===== src/rtl/track_arbiter.sv =====
`default_nettype none
// ============================================================================
// Module      : track_arbiter
// Description : Shares the single-port track tile BRAM between the forward-view
//               video pipeline (absolute priority, never stalled) and the game
//               logic (valid/ready request, served only in video-idle cycles).
//               Optional macro TRACK_ARB_WRITE_EN enables the game write path;
//               without it every game request is a read and the RAM write port
//               is tied off.
// Revision    : 1.0 - initial release
// ============================================================================
module track_arbiter #(
    parameter int ADDR_W = 8,
    parameter int DATA_W = 4,
    parameter int RD_LAT = 2
) (
    input  logic              clk_in,
    input  logic              rst_in,
    input  logic              vid_active_in,
    input  logic [ADDR_W-1:0] vid_addr_in,
    output logic              vid_valid_out,
    output logic [DATA_W-1:0] vid_data_out,
    input  logic              req_valid_in,
    output logic              req_ready_out,
    input  logic [ADDR_W-1:0] req_addr_in,
    input  logic              req_we_in,
    input  logic [DATA_W-1:0] req_wdata_in,
    output logic              rsp_valid_out,
    input  logic              rsp_ready_in,
    output logic [DATA_W-1:0] rsp_data_out,
    output logic [ADDR_W-1:0] ram_addr_out,
    output logic              ram_we_out,
    output logic [DATA_W-1:0] ram_din_out,
    input  logic [DATA_W-1:0] ram_dout_in
);

    typedef enum logic [1:0] {
        ST_IDLE = 2'd0,
        ST_PEND = 2'd1,
        ST_WAIT = 2'd2,
        ST_RESP = 2'd3
    } state_t;

    state_t            r_state;
    state_t            w_state_next;

    logic [ADDR_W-1:0] r_op_addr;
    logic [ADDR_W-1:0] r_ram_addr;
    logic [RD_LAT:0]   r_vid_tag;
    logic [RD_LAT:0]   r_game_tag;
    logic [DATA_W-1:0] r_rsp_data;
    logic [DATA_W-1:0] w_capture_data;

    logic              w_accept;
    logic              w_grant;
    logic              w_capture;
    logic              w_rsp_done;

    // Grant only when the video side leaves the port free this cycle.
    assign w_accept   = (r_state == ST_IDLE) && req_valid_in;
    assign w_grant    = (r_state == ST_PEND) && !vid_active_in;
    assign w_capture  = (r_state == ST_WAIT) && r_game_tag[RD_LAT];
    assign w_rsp_done = (r_state == ST_RESP) && rsp_ready_in;

    // Game-side state register.
    always_ff @(posedge clk_in or negedge rst_in) begin
        if (!rst_in) r_state <= ST_IDLE;
        else         r_state <= w_state_next;
    end

    // Game-side next-state logic; PEND waits indefinitely for an idle video slot.
    always_comb begin
        w_state_next = r_state;
        case (r_state)
            ST_IDLE: if (w_accept)   w_state_next = ST_PEND;
            ST_PEND: if (w_grant)    w_state_next = ST_WAIT;
            ST_WAIT: if (w_capture)  w_state_next = ST_RESP;
            ST_RESP: if (w_rsp_done) w_state_next = ST_IDLE;
            default:                 w_state_next = ST_IDLE;
        endcase
    end

    // Latch the request address at the handshake.
    always_ff @(posedge clk_in or negedge rst_in) begin
        if (!rst_in)       r_op_addr <= '0;
        else if (w_accept) r_op_addr <= req_addr_in;
    end

    // RAM address register: video first, game op on grant, otherwise hold.
    always_ff @(posedge clk_in or negedge rst_in) begin
        if (!rst_in)            r_ram_addr <= '0;
        else if (vid_active_in) r_ram_addr <= vid_addr_in;
        else if (w_grant)       r_ram_addr <= r_op_addr;
    end

    // Slot tags follow each RAM access through the read pipeline.
    always_ff @(posedge clk_in or negedge rst_in) begin
        if (!rst_in) begin
            r_vid_tag  <= '0;
            r_game_tag <= '0;
        end else begin
            r_vid_tag  <= {r_vid_tag[RD_LAT-1:0], vid_active_in};
            r_game_tag <= {r_game_tag[RD_LAT-1:0], w_grant};
        end
    end

`ifdef TRACK_ARB_WRITE_EN
    logic              r_op_we;
    logic [DATA_W-1:0] r_op_wdata;
    logic              r_ram_we;
    logic [DATA_W-1:0] r_ram_din;

    // Latch write attributes at the handshake.
    always_ff @(posedge clk_in or negedge rst_in) begin
        if (!rst_in) begin
            r_op_we    <= 1'b0;
            r_op_wdata <= '0;
        end else if (w_accept) begin
            r_op_we    <= req_we_in;
            r_op_wdata <= req_wdata_in;
        end
    end

    // Write strobe lives for the single granted slot only.
    always_ff @(posedge clk_in or negedge rst_in) begin
        if (!rst_in) begin
            r_ram_we  <= 1'b0;
            r_ram_din <= '0;
        end else begin
            r_ram_we <= w_grant & r_op_we;
            if (w_grant) r_ram_din <= r_op_wdata;
        end
    end

    assign ram_we_out     = r_ram_we;
    assign ram_din_out    = r_ram_din;
    assign w_capture_data = r_op_we ? '0 : ram_dout_in;
`else
    logic w_unused_wr;
    assign w_unused_wr    = &{1'b0, req_we_in, req_wdata_in};
    assign ram_we_out     = 1'b0;
    assign ram_din_out    = '0;
    assign w_capture_data = ram_dout_in;
`endif

    // Response register: captured at the end of the read latency, cleared on handshake.
    always_ff @(posedge clk_in or negedge rst_in) begin
        if (!rst_in)         r_rsp_data <= '0;
        else if (w_capture)  r_rsp_data <= w_capture_data;
        else if (w_rsp_done) r_rsp_data <= '0;
    end

    assign ram_addr_out  = r_ram_addr;
    assign vid_valid_out = r_vid_tag[RD_LAT];
    assign vid_data_out  = r_vid_tag[RD_LAT] ? ram_dout_in : '0;
    assign rsp_valid_out = (r_state == ST_RESP);
    assign rsp_data_out  = r_rsp_data;
    // Ready is forced low while reset is held, high as soon as it is released.
    assign req_ready_out = (r_state == ST_IDLE) && rst_in;

endmodule
`default_nettype wire


===== config.mk =====
export PLATFORM = sky130hd
export DESIGN_NAME = track_arbiter
export DESIGN_NICKNAME = d
export VERILOG_FILES = /design/src/rtl/track_arbiter.sv
export SDC_FILE = /design/constraint.sdc
export NUM_CORES = 1
export LEC_CHECK = 0
export BUFFER_PORTS_ARGS = -buffer_cell sky130_fd_sc_hd__buf_2
export CAP_MARGIN = 0
export CORE_UTILIZATION = 46
export DETAILED_ROUTE_END_ITERATION = 8
export PLACE_DENSITY_LB_ADDON = 0.25
export SETUP_SLACK_MARGIN = 0.05
export SLEW_MARGIN = 30
export SYNTH_ARGS = -nofsm -noshare
export SYNTH_HDL_FRONTEND = slang
export SYNTH_SLANG_ARGS = --single-unit

===== constraint.sdc =====
create_clock -name clk_in -period 1.8 [get_ports clk_in]
set_clock_uncertainty 0.1 [all_clocks]
set_input_delay 0.18 -clock clk_in [delete_from_list [all_inputs] [get_ports clk_in]]
set_output_delay 0.18 -clock clk_in [all_outputs]
set_load 0.02 [all_outputs]

# --- Yosys cells after proc, flatten, opt, wreduce, memory -nomap -nowiden ---
# Cells that the tools add are included.
# W data, S select, Z words.
op_classes:
  eq_ne: 7
  n_mux: 10
  n_reduce_logical: 10
op_table:
  columns: ["cell", "count"]
  rows:
  - ["$mux W8", 2]
  - ["$mux W4", 3]
  - ["$mux W2", 4]
  - ["$pmux W2 S4", 1]
  - ["$ne A2 B2 Y1 const B", 3]
  - ["$logic_and A1 B1 Y1", 5]
  - ["$eq A2 B2 Y1 const B", 2]
  - ["$reduce_and A4 Y1", 1]
  - ["$reduce_bool A2 Y1", 2]
  - ["$eq A2 B1 Y1 const B", 1]
  - ["$logic_not A2 Y1", 1]
  - ["$ne A2 B1 Y1 const B", 1]
  - ["$logic_not A1 Y1", 1]
word_totals:
  register_bits: 28
  input_bits: 30
  output_inout_bits: 24
  wordCells: 33

# --- Depth between registers and ports, before layout ---
# Gate-level depths: netlist of the first run.
depth:
  word_depth: 4
  ltp_mapped: 6
  mapped_depth_nobuf: 5

# --- Worst setup path after synthesis of the first run ---
# Ideal clock, no wire load.
synth_path:
  path_kind: "register to register"
  start: "register r_state[0]"
  end: "register r_state[1]"
  setup_time_ps: 125
  arrival_ps: 1334
  t_required_ps: 1575
  slack_ps: 241
  stages_incl_launch_ff: 6
  n_path_buf: 0
  synth_period_minus_slack_ps: 1559
  path_cell_list: "dfrtp_1 > inv_1 > ha_1 > inv_2 > o2111ai_4 > mux2_4"
synth_via:
  elab_chain_len: 4
  elab_cells_between_ends: 14
  classes_between: "7 x eq/ne; 1 x mux; 6 x reduce/logical"
synth_rtl:
  columns: ["item", "line", "rtl"]
  rows:
  - ["from (decl)", "44", "state_t r_state;"]
  - ["from (signal assigned)", "68", "else r_state <= w_state_next;"]
  - ["$eq A2 B2 Y1, or another cell as far along", "62, 74", null]
  - ["$logic_and A1 B1 Y1 (on tied branches)", null, null]
  - ["$ne A2 B2 Y1 (no line) / $ne A2 B1 Y1 (equally long branches)", null, null]
  - ["$reduce_and A4 Y1 (no line)", null, null]
# Several ways; a longest one is shown, not always the timed one.
# A chain may end at the register's enable or synchronous reset.

# --- Worst setup path after layout of the first run ---
layout_path:
  start: "register r_state[0]"
  end: "register r_op_addr[1]"
layout_via:
  elab_chain_len: 2
layout_rtl:
  columns: ["item", "line", "rtl"]
  rows:
  - ["$logic_not A2 Y1", "60", "assign w_accept = (r_state == ST_IDLE) && req_valid_in;"]
  - ["$logic_and A1 B1 Y1", "60", null]
  - ["to (signal assigned)", "86", "else if (w_accept) r_op_addr <= req_addr_in;"]
  - ["to (decl)", "47", "logic [ADDR_W-1:0] r_op_addr;"]
# Every way passes these cells.

==> results of run 1 <==
==> layer usage <==
metal,up-vias,wire (um),GRT usage (%)
li1,444,-,-
met1,434,1120,24.8
met2,42,1340,36.6
met3,4,115,2.82
met4,0,35,9.21
met5,-,0,0
==> state kept, by name, summed over array words and instances (netlist names) <==
signal	cells
r_game_tag	3
r_op_addr	8
r_state	2
r_vid_tag	3
ram_addr_out	8
rsp_data_out	4
==> per-stage QoR <==
| stage | hold WS, ns | area (sq um) | utilization [%] |
|---|---|---|---|
| 2_1_floorplan | -0.216 | 1250 | - |
| 3_3_place_gp | 0.106 | 1480 | 58.6 |
| 3_5_place_dp | 0.109 | 1480 | 58.6 |
| 4_1_cts | 0.00625 | 1700 | 67.5 |
| 5_1_grt | 0.00147 | 1710 | 67.8 |
| 6_report | 0.00818 | 1710 | 67.8 |
==> cells in the final DEF (no fill, tap or decap), types with 2 or more instances in the layout <==
master         netlist  routed
mux2i_1              9       9
nand2b_1             2       2
o21ai_0              8       8
buf_2                2      43
inv_2                1       2
dfrtp_1             28      28
a32o_1               4       4
nand2_1              9       9
buf_4                5       5
mux2_2               8       8
dlygate4sd3_1        0      17
clkbuf_4             0       3
and2_1               5       5
conb_1               1       5
ha_1                 5       5
==> cells by family after synthesis <==
logic type / count (synthesis) / share of synthesized area (%)
compound gates: 14 / 9.18
fa+ha+maj: 5 / 5.05
mux: 18 / 15.7
flops: 28 / 56.5
other cells: 1 / 0.302
simple gates: 19 / 7.57
buf+inv: 11 / 5.65
==> final timing paths <==
check                               startpoint         endpoint  slack, ns  cells after the start
worst min register to register    r_vid_tag[1]     r_vid_tag[2]       0.27                      0
worst max register to register      r_state[0]     r_op_addr[1]       0.16                      4
min in group asynchronous               rst_in       r_state[1]       0.27                      3
worst max-delay path                r_state[0]     r_op_addr[1]       0.16                      4
max in group asynchronous               rst_in  ram_addr_out[0]       1.06                      3
worst min-delay path            ram_dout_in[0]  rsp_data_out[0]      0.008                      2
==> cells in the mapped netlist, drive strengths merged <==
library cell,number
a22oi,1
a32o,4
and2,5
buf,8
conb,1
dfrtp,28
ha,5
inv,3
mux2,9
mux2i,9
nand2,10
nand2b,2
nor2,1
nor2b,1
o2111ai,1
o21ai,8
==> power by group through the flow <==
stage	Combinational [uW]	Clock, uW	Sequential [uW]
global placement	964	0	979
detailed placement	1010	0	1000
floorplan	633	0	1080
CTS	1040	410	985
finish	1060	405	984
global route	1150	437	1010
==> final cells by class <==
cell class,count,area [sq um],share of cell area [%]
multi-input combinational,61,484,28.3
clock inverter,1,30.0,1.76
timing repair buffer,65,423,24.7
tap,30,37.5,2.20
sequential,28,701,41.0
inverter,3,11.3,0.659
clock buffer,3,22.5,1.32
==> timing repair <==
item / CTS / global route
endpoints found under the setup margin: 0 / 9
setup buffers: 0 / 1
hold endpoints to repair: 44 / 0
hold buffers: 17 / 0
resized for setup: 0 / 1
==> results.txt, run 1 <==
Clock Latency Late Sink -> 0.33 ns
Post-placement cell count -> 169
Detailed Routing Iterations Pass 1 -> 4
Die height -> 53.9 um
Crit path DAT -> 1.77 ns
Wirelength per Cell -> 13.7 um
Die width -> 53.9 um
Register bit total from synthesis -> 28
Final WL -> 2.62 mm
Mapped Area -> 0.00124 sq mm
Ys Warns -> 0
Startpoint types -> flop
Setup ws final -> 0.158 ns
Total CTS buffers -> 3
Die ar. -> 0.00291 sq mm
Kind of critical path -> reg -> reg
PwrDens -> 1430 mW/mm^2
Core footprint -> 0.00252 sq mm
Fmax -> 609 MHz
Port Buf Inserts -> 43
Starting density of the core -> 49.2%
Clock power frac -> 16.5%
Placer Congestion -> 0.767
Worst-path clk slew -> 0.15 ns
Vias -> 924
Synth Instances -> 96
Pleak -> 0.000863 uW
Hold WC Path Type -> in -> reg
GRT Residual Overflow -> 0
Vias per std cell -> 4.84
Net Sw Power -> 858 uW
Crit end category -> flop
Worst-path cell chain -> inv_2 > ha_1 > nand2_1 > mux2_2
Final hold violations -> 0
Comb pwr share -> 43.3%
Sequential share of the synthesized area -> 56.5%
Top delay family on crit path -> flip-flops
Rows -> 18
All-layer global routing usage -> 20.7%
Pins Over Slew Limit -> 0
Final setup vio count -> 0
Remaining antenna violation count -> 0
Dpl ws -> 0.130 ns
Worst-path fanout max -> 8
First-pass GRT wire length -> 4.10 mm
RSZ-0062 raised after global routing -> true
Sequential share of power -> 40.2%
Nets -> 197
# DRC -> 0
I/O pins -> 54
Final period util -> 91.2%
Fin crit period -> 1.64 ns
CP Buf/Inv Count -> 1
Vias in the first global route -> 874
Status -> finished, final reports clean
Ant diodes -> 0
H-tree depth -> 1
Total negative slack -> 0 ns
Post-synth cell types -> 21
Largest net degree at the start of global routing -> 29
Area Growth Syn to Fin -> 37.8%
Worst path max stage delay -> 0.44 ns
Final HPWL DP -> 1.71 mm
Area leader, netlist -> dfrtp_1
Share of cells above drive strength 1 -> 40.4%
Crit path max-delay cell type -> dfrtp_1
Clock buffer depth -> 2
Synth top area share -> 56.5%
Filler cell count -> 188
Req. time, crit path -> 1.93 ns
Initial antenna violation count -> 0
Sw Ratio -> 35.0%
DRC violation total after the first TritonRoute iteration -> 11
Max-Cap Viols -> 0
Area contributors post-synth -> dfrtp_1 57%, mux2i_1 7.3%, mux2_2 7.3%, ha_1 5.0%, a32o_1 3.2%
Power Internal -> 1590 uW
Total power -> 2450 uW
CTS Sinks -> 28
CTS tree -> done
Post-Syn Area per Cell -> 12.9 sq um
Final Non-Filler Cells -> 191
Root buf cell -> clkbuf_4
Worst IR Drop VDD -> 0.898 mV
(Power assumes the default switching activity.)
==> run 2, diff against run 1 <==
--- a/config.mk
+++ b/config.mk
@@ -7,6 +7,8 @@
 export LEC_CHECK = 0
 export BUFFER_PORTS_ARGS = -buffer_cell sky130_fd_sc_hd__buf_2
 export CAP_MARGIN = 0
+export CORE_ASPECT_RATIO = 0.6
+export CORE_MARGIN = 3
 export CORE_UTILIZATION = 46
 export DETAILED_ROUTE_END_ITERATION = 8
 export PLACE_DENSITY_LB_ADDON = 0.25
@@ -15,3 +17,4 @@
 export SYNTH_ARGS = -nofsm -noshare
 export SYNTH_HDL_FRONTEND = slang
 export SYNTH_SLANG_ARGS = --single-unit
+export TNS_END_PERCENT = 100
==> run 2 against run 1 <==
Effect of this change: maximum frequency up 1.2%; die area up 16%; via count down 7.7%; register-to-register slack better by 0.03 ns; cell area down 9.0%; worst setup slack better by 0.020 ns; clock-buffer cell count unchanged; sequential share of layout area up 4.1 points; sequential cell count unchanged.
==> results.txt, run 2 (synthesized netlist as in run 1, its figures left out) <==
RSZ-0062 raised after global routing -> false
Nets -> 179
Vias -> 853
First-pass GRT wire length -> 4.00 mm
Area Growth Syn to Fin -> 25.4%
Worst IR Drop VDD -> 0.767 mV
Placer Congestion -> 0.726
Total negative slack -> 0 ns
Final WL -> 2.41 mm
Most frequent cells in the layout -> 43 x buf_2, 28 x dfrtp_1, 9 x mux2i_1
Die width -> 73.0 um
Largest net degree at the start of global routing -> 29
Core footprint -> 0.00236 sq mm
All-layer global routing usage -> 16.1%
Initial antenna violation count -> 0
CTS Sinks -> 28
Detailed Routing Iterations Pass 1 -> 4
Dpl ws -> 0.198 ns
Routed met1 length -> 1.06 mm
Met2 WL -> 1.18 mm
I/O pins -> 54
Worst-path clk slew -> 0.10 ns
Port Buf Inserts -> 43
Worst-path fanout max -> 4
Clock buffer depth -> 2
Die height -> 46.2 um
Max-Cap Viols -> 0
Share of cells above drive strength 1 -> 44.1%
Starting density of the core -> 52.6%
Status -> finished, final reports clean
Fmax -> 616 MHz
Vias per std cell -> 4.93
Rows -> 13
Kind of critical path -> reg -> out
Setup ws final -> 0.178 ns
Crit path DAT -> 1.34 ns
Fin crit period -> 1.62 ns
Met3 WL -> 141 um
Wirelength per Cell -> 13.9 um
Root buf cell -> clkbuf_8
Final setup vio count -> 0
Top Layer Used -> met4
Area taken by multi-input logic gates -> 487 sq um
Vias in the first global route -> 887
GRT Residual Overflow -> 0
Seq. cell area -> 701 sq um
PwrDens -> 1590 mW/mm^2
Total CTS buffers -> 3
Remaining antenna violation count -> 0
Startpoint types -> flop
Req. time, crit path -> 1.52 ns
Ant diodes -> 0
Filler cell count -> 185
Final period util -> 90.1%
H-tree depth -> 1
Crit end category -> output pin
# DRC -> 0
Final hold violations -> 0
Hold WC Path Type -> in -> reg
Placed Area -> 0.00147 sq mm
Leading cell type in the layout, fill and taps excluded -> buf_2
DRC violation total after the first TritonRoute iteration -> 39
Setup bufs post-CTS -> 0
Pins Over Slew Limit -> 0
Pleak -> 0.000796 uW
Clock Latency Late Sink -> 0.27 ns
Final Cell Area -> 0.00156 sq mm
CTS tree -> done
Die ar. -> 0.00337 sq mm
==> run 2: changes by cell type in the layout (fill, tap and decap cells not counted) <==
cell	previous run	this run
dlygate4sd3_1	17	1
nand2_2	1	2
inv_2	2	1
clkbuf_4	3	0
inv_1	1	2
nand2_1	9	8
buf_4	5	3
clkbuf_8	0	3
==> run 2: final cells by class <==
type / count / area share (%)
sequential: 28 / 45.1
multi-input combinational: 61 / 31.3
timing repair buffer: 47 / 15.9
clock buffer: 3 / 2.65
tap: 30 / 2.41
clock inverter: 1 / 1.93
inverter: 3 / 0.724
==> run 2: worst paths after layout <==
check	from	end	slack, ns	cells after the start
hold reg to reg	r_vid_tag[1]	r_vid_tag[2]	0.26	0
max in group asynchronous	rst_in	r_game_tag[1]	1.01	3
setup / recovery	r_state[1]	req_ready_out	0.18	4
setup reg to reg	r_state[0]	rsp_data_out[2]	0.19	5
min in group asynchronous	rst_in	ram_addr_out[5]	0.33	3
hold / removal	vid_addr_in[2]	ram_addr_out[2]	0.001	3
==> run 2: power by group <==
group | total (uW) | switching, uW | internal (uW)
logic | 992 | 517 | 475
registers | 987 | 132 | 855
clock network | 494 | 196 | 298
total | 2470 | 844 | 1630
==> run 2: stage by stage <==
step           util (%)  total power, uW  hold WS, ns  instances
2_1_floorplan         -             1720       -0.216        100
3_3_place_gp       62.4             1950        0.112        168
3_5_place_dp       62.4             2000        0.115        168
4_1_cts            65.8             2490      0.00578        173
5_1_grt            65.9             2640       0.0131        173
6_report           65.9             2470      0.00115        173
==> run 2: timing repair <==
item                                   in CTS  in global routing
setup endpoints to repair                   0                  8
endpoints found under the hold margin      28                  0
gates resized for setup                     0                  1
hold buffers                                1                  0
==> run 2: routing by layer <==
| metal | GRT usage (%) | up-vias |
|---|---|---|
| met5 | 0 | - |
| met4 | 5.15 | 0 |
| met3 | 5.01 | 5 |
| met2 | 27.9 | 25 |
| met1 | 19.5 | 411 |
| li1 | - | 412 |
==> run 2: worst max-delay path, stage by stage, from the launching register on <==
cell and delay [ns]:
dfrtp_1 0.44, inv_1 0.11, ha_1 0.22, and2_1 0.14
buf_2 0.16
==> run 3, diff against run 2 <==
--- a/config.mk
+++ b/config.mk
@@ -6,10 +6,9 @@
 export NUM_CORES = 1
 export LEC_CHECK = 0
 export BUFFER_PORTS_ARGS = -buffer_cell sky130_fd_sc_hd__buf_2
-export CAP_MARGIN = 0
 export CORE_ASPECT_RATIO = 0.6
 export CORE_MARGIN = 3
-export CORE_UTILIZATION = 46
+export CORE_UTILIZATION = 50
 export DETAILED_ROUTE_END_ITERATION = 8
 export PLACE_DENSITY_LB_ADDON = 0.25
 export SETUP_SLACK_MARGIN = 0.05
==> constraint.sdc (replaced) <==
create_clock -name clk_in -period 2 [get_ports clk_in]
set_clock_uncertainty 0.1 [all_clocks]
set_input_delay 0.2 -clock clk_in [delete_from_list [all_inputs] [get_ports clk_in]]
set_output_delay 0.2 -clock clk_in [all_outputs]
set_load 0.02 [all_outputs]
==> run 3 against run 2 <==
Effect of this change: worst hold slack better by 0.029 ns; via count fell by 0.59%; die area shrank 7.2%; non-clock buffer count fell by 1; clock power fell by 12%; first-iteration DRC count is 2.6% lower; clock-buffer cell count is the same.
==> results.txt, run 3 (synthesized netlist as in run 1, its figures left out) <==
Status -> finished, final reports clean
PwrDens -> 1430 mW/mm^2
Port Buf Inserts -> 43
Final setup vio count -> 0
H-tree depth -> 1
Vias -> 848
Remaining antenna violation count -> 0
Placed Area -> 0.00146 sq mm
Area Growth Syn to Fin -> 24.6%
Detailed Routing Iterations Pass 1 -> 4
Final WL -> 2.47 mm
I/O pins -> 54
CTS tree -> done
Clock buffer depth -> 2
Total CTS buffers -> 3
Setup bufs post-CTS -> 0
Req. time, crit path -> 2.06 ns
Die width -> 70.3 um
Final HPWL DP -> 1.94 mm
Leading cell type in the layout, fill and taps excluded -> buf_2
Share of cells above drive strength 1 -> 43.0%
Vias per std cell -> 4.93
Crit path DAT -> 1.79 ns
Root buf cell -> clkbuf_8
Final period util -> 86.3%
Largest net degree at the start of global routing -> 29
Max-Cap Viols -> 0
Pins Over Slew Limit -> 0
Hold path cells -> 3
Wirelength per Cell -> 14.4 um
Die height -> 44.6 um
Hold Path Sink -> ram_addr_out[2]
Worst-path fanout max -> 7
CTS Sinks -> 28
Hold_sp -> vid_addr_in[2]
Final hold violations -> 0
Die ar. -> 0.00313 sq mm
Crit end category -> flop
DRC violation total after the first TritonRoute iteration -> 38
Fin crit period -> 1.73 ns
Filler cell count -> 168
Startpoint types -> flop
Core footprint -> 0.00226 sq mm
Initial antenna violation count -> 0
GRT Residual Overflow -> 0
All-layer global routing usage -> 17.7%
Nets -> 178
R2R setup slack -> 0.27 ns
Worst IR Drop VDD -> 0.732 mV
Most frequent cells in the layout -> 43 x buf_2, 28 x dfrtp_1, 9 x nand2_1, 9 x mux2i_1
RSZ-0062 raised after global routing -> false
Total negative slack -> 0 ns
Final Cell Area -> 0.00155 sq mm
Clock Latency Late Sink -> 0.27 ns
Starting density of the core -> 54.8%
Hold slack -> 0.0303 ns
# DRC -> 0
Vias in the first global route -> 849
Fmax -> 579 MHz
Pleak -> 0.000790 uW
First-pass GRT wire length -> 4.15 mm
R2r worst-path depth -> 5
Launch point of the worst reg-to-reg path -> r_state[0]
Rows -> 13
Kind of critical path -> reg -> reg
Worst-path clk slew -> 0.09 ns
Ant diodes -> 0
Reg2reg end -> r_state[1]
Post-cts resize count -> 0
Placer Congestion -> 0.771
Hold WC Path Type -> in -> reg
Total power -> 2220 uW
[run 3: changes by cell type in the layout (fill, tap and decap cells not counted), sizes merged]
| cell | previous run | this run |
|---|---|---|
| buf | 46 | 45 |
[run 3: timing repair]
| item | in CTS | in global routing |
|---|---|---|
| endpoints found under the hold margin | 28 | 0 |
| hold buffers | 1 | 0 |
| endpoints found under the setup margin | 0 | 0 |
[run 3: worst max-delay path by stage]
| stage | to | from | depth (start not counted) |
|---|---|---|---|
| after global routing | r_state[1] | r_state[0] | 5 |
| after detailed placement | r_state[1] | r_state[0] | 5 |
| after global placement | r_state[1] | r_state[0] | 5 |
| after CTS | r_state[1] | r_state[0] | 5 |
| final | r_state[1] | r_state[0] | 5 |
| after floorplan | r_state[1] | r_state[0] | 5 |
[run 3: layout make-up]
cell class	instances	area (sq um)	area share, %
sequential	28	701	45.3
multi-input combinational	61	484	31.3
clock buffer	3	41.3	2.67
inverter	3	11.3	0.729
timing repair buffer	46	240	15.5
tap	30	37.5	2.43
clock inverter	1	30.0	1.94
[run 3: critical path: stages, from the launching register on]
cell	delay, ns
dfrtp_1	0.41
inv_1	0.13
ha_1	0.34
inv_2	0.08
o2111ai_4	0.23
mux2_4	0.32
[run 3: routing by layer]
metal	up-vias	GRT usage, %	share of wire (%)
met5	-	0	0
met4	0	5.73	1.5
met3	5	6.35	6.7
met2	25	27.3	48
met1	411	23.6	44
li1	407	-	-
[run 3: through the flow]
step                std cells  utilization [%]  worst slack (ns)
detailed placement        167             64.7             0.285
finish                    172             68.3             0.273
global placement          167             64.7             0.363
global route              172             68.3             0.198
floorplan                 100                -             0.441
CTS                       172             68.3             0.276
[run 3: report_power, final]
group          internal (uW)  total [uW]  switching, uW
sequential               770         889            119
clock                    268         437            169
combinational            417         890            472
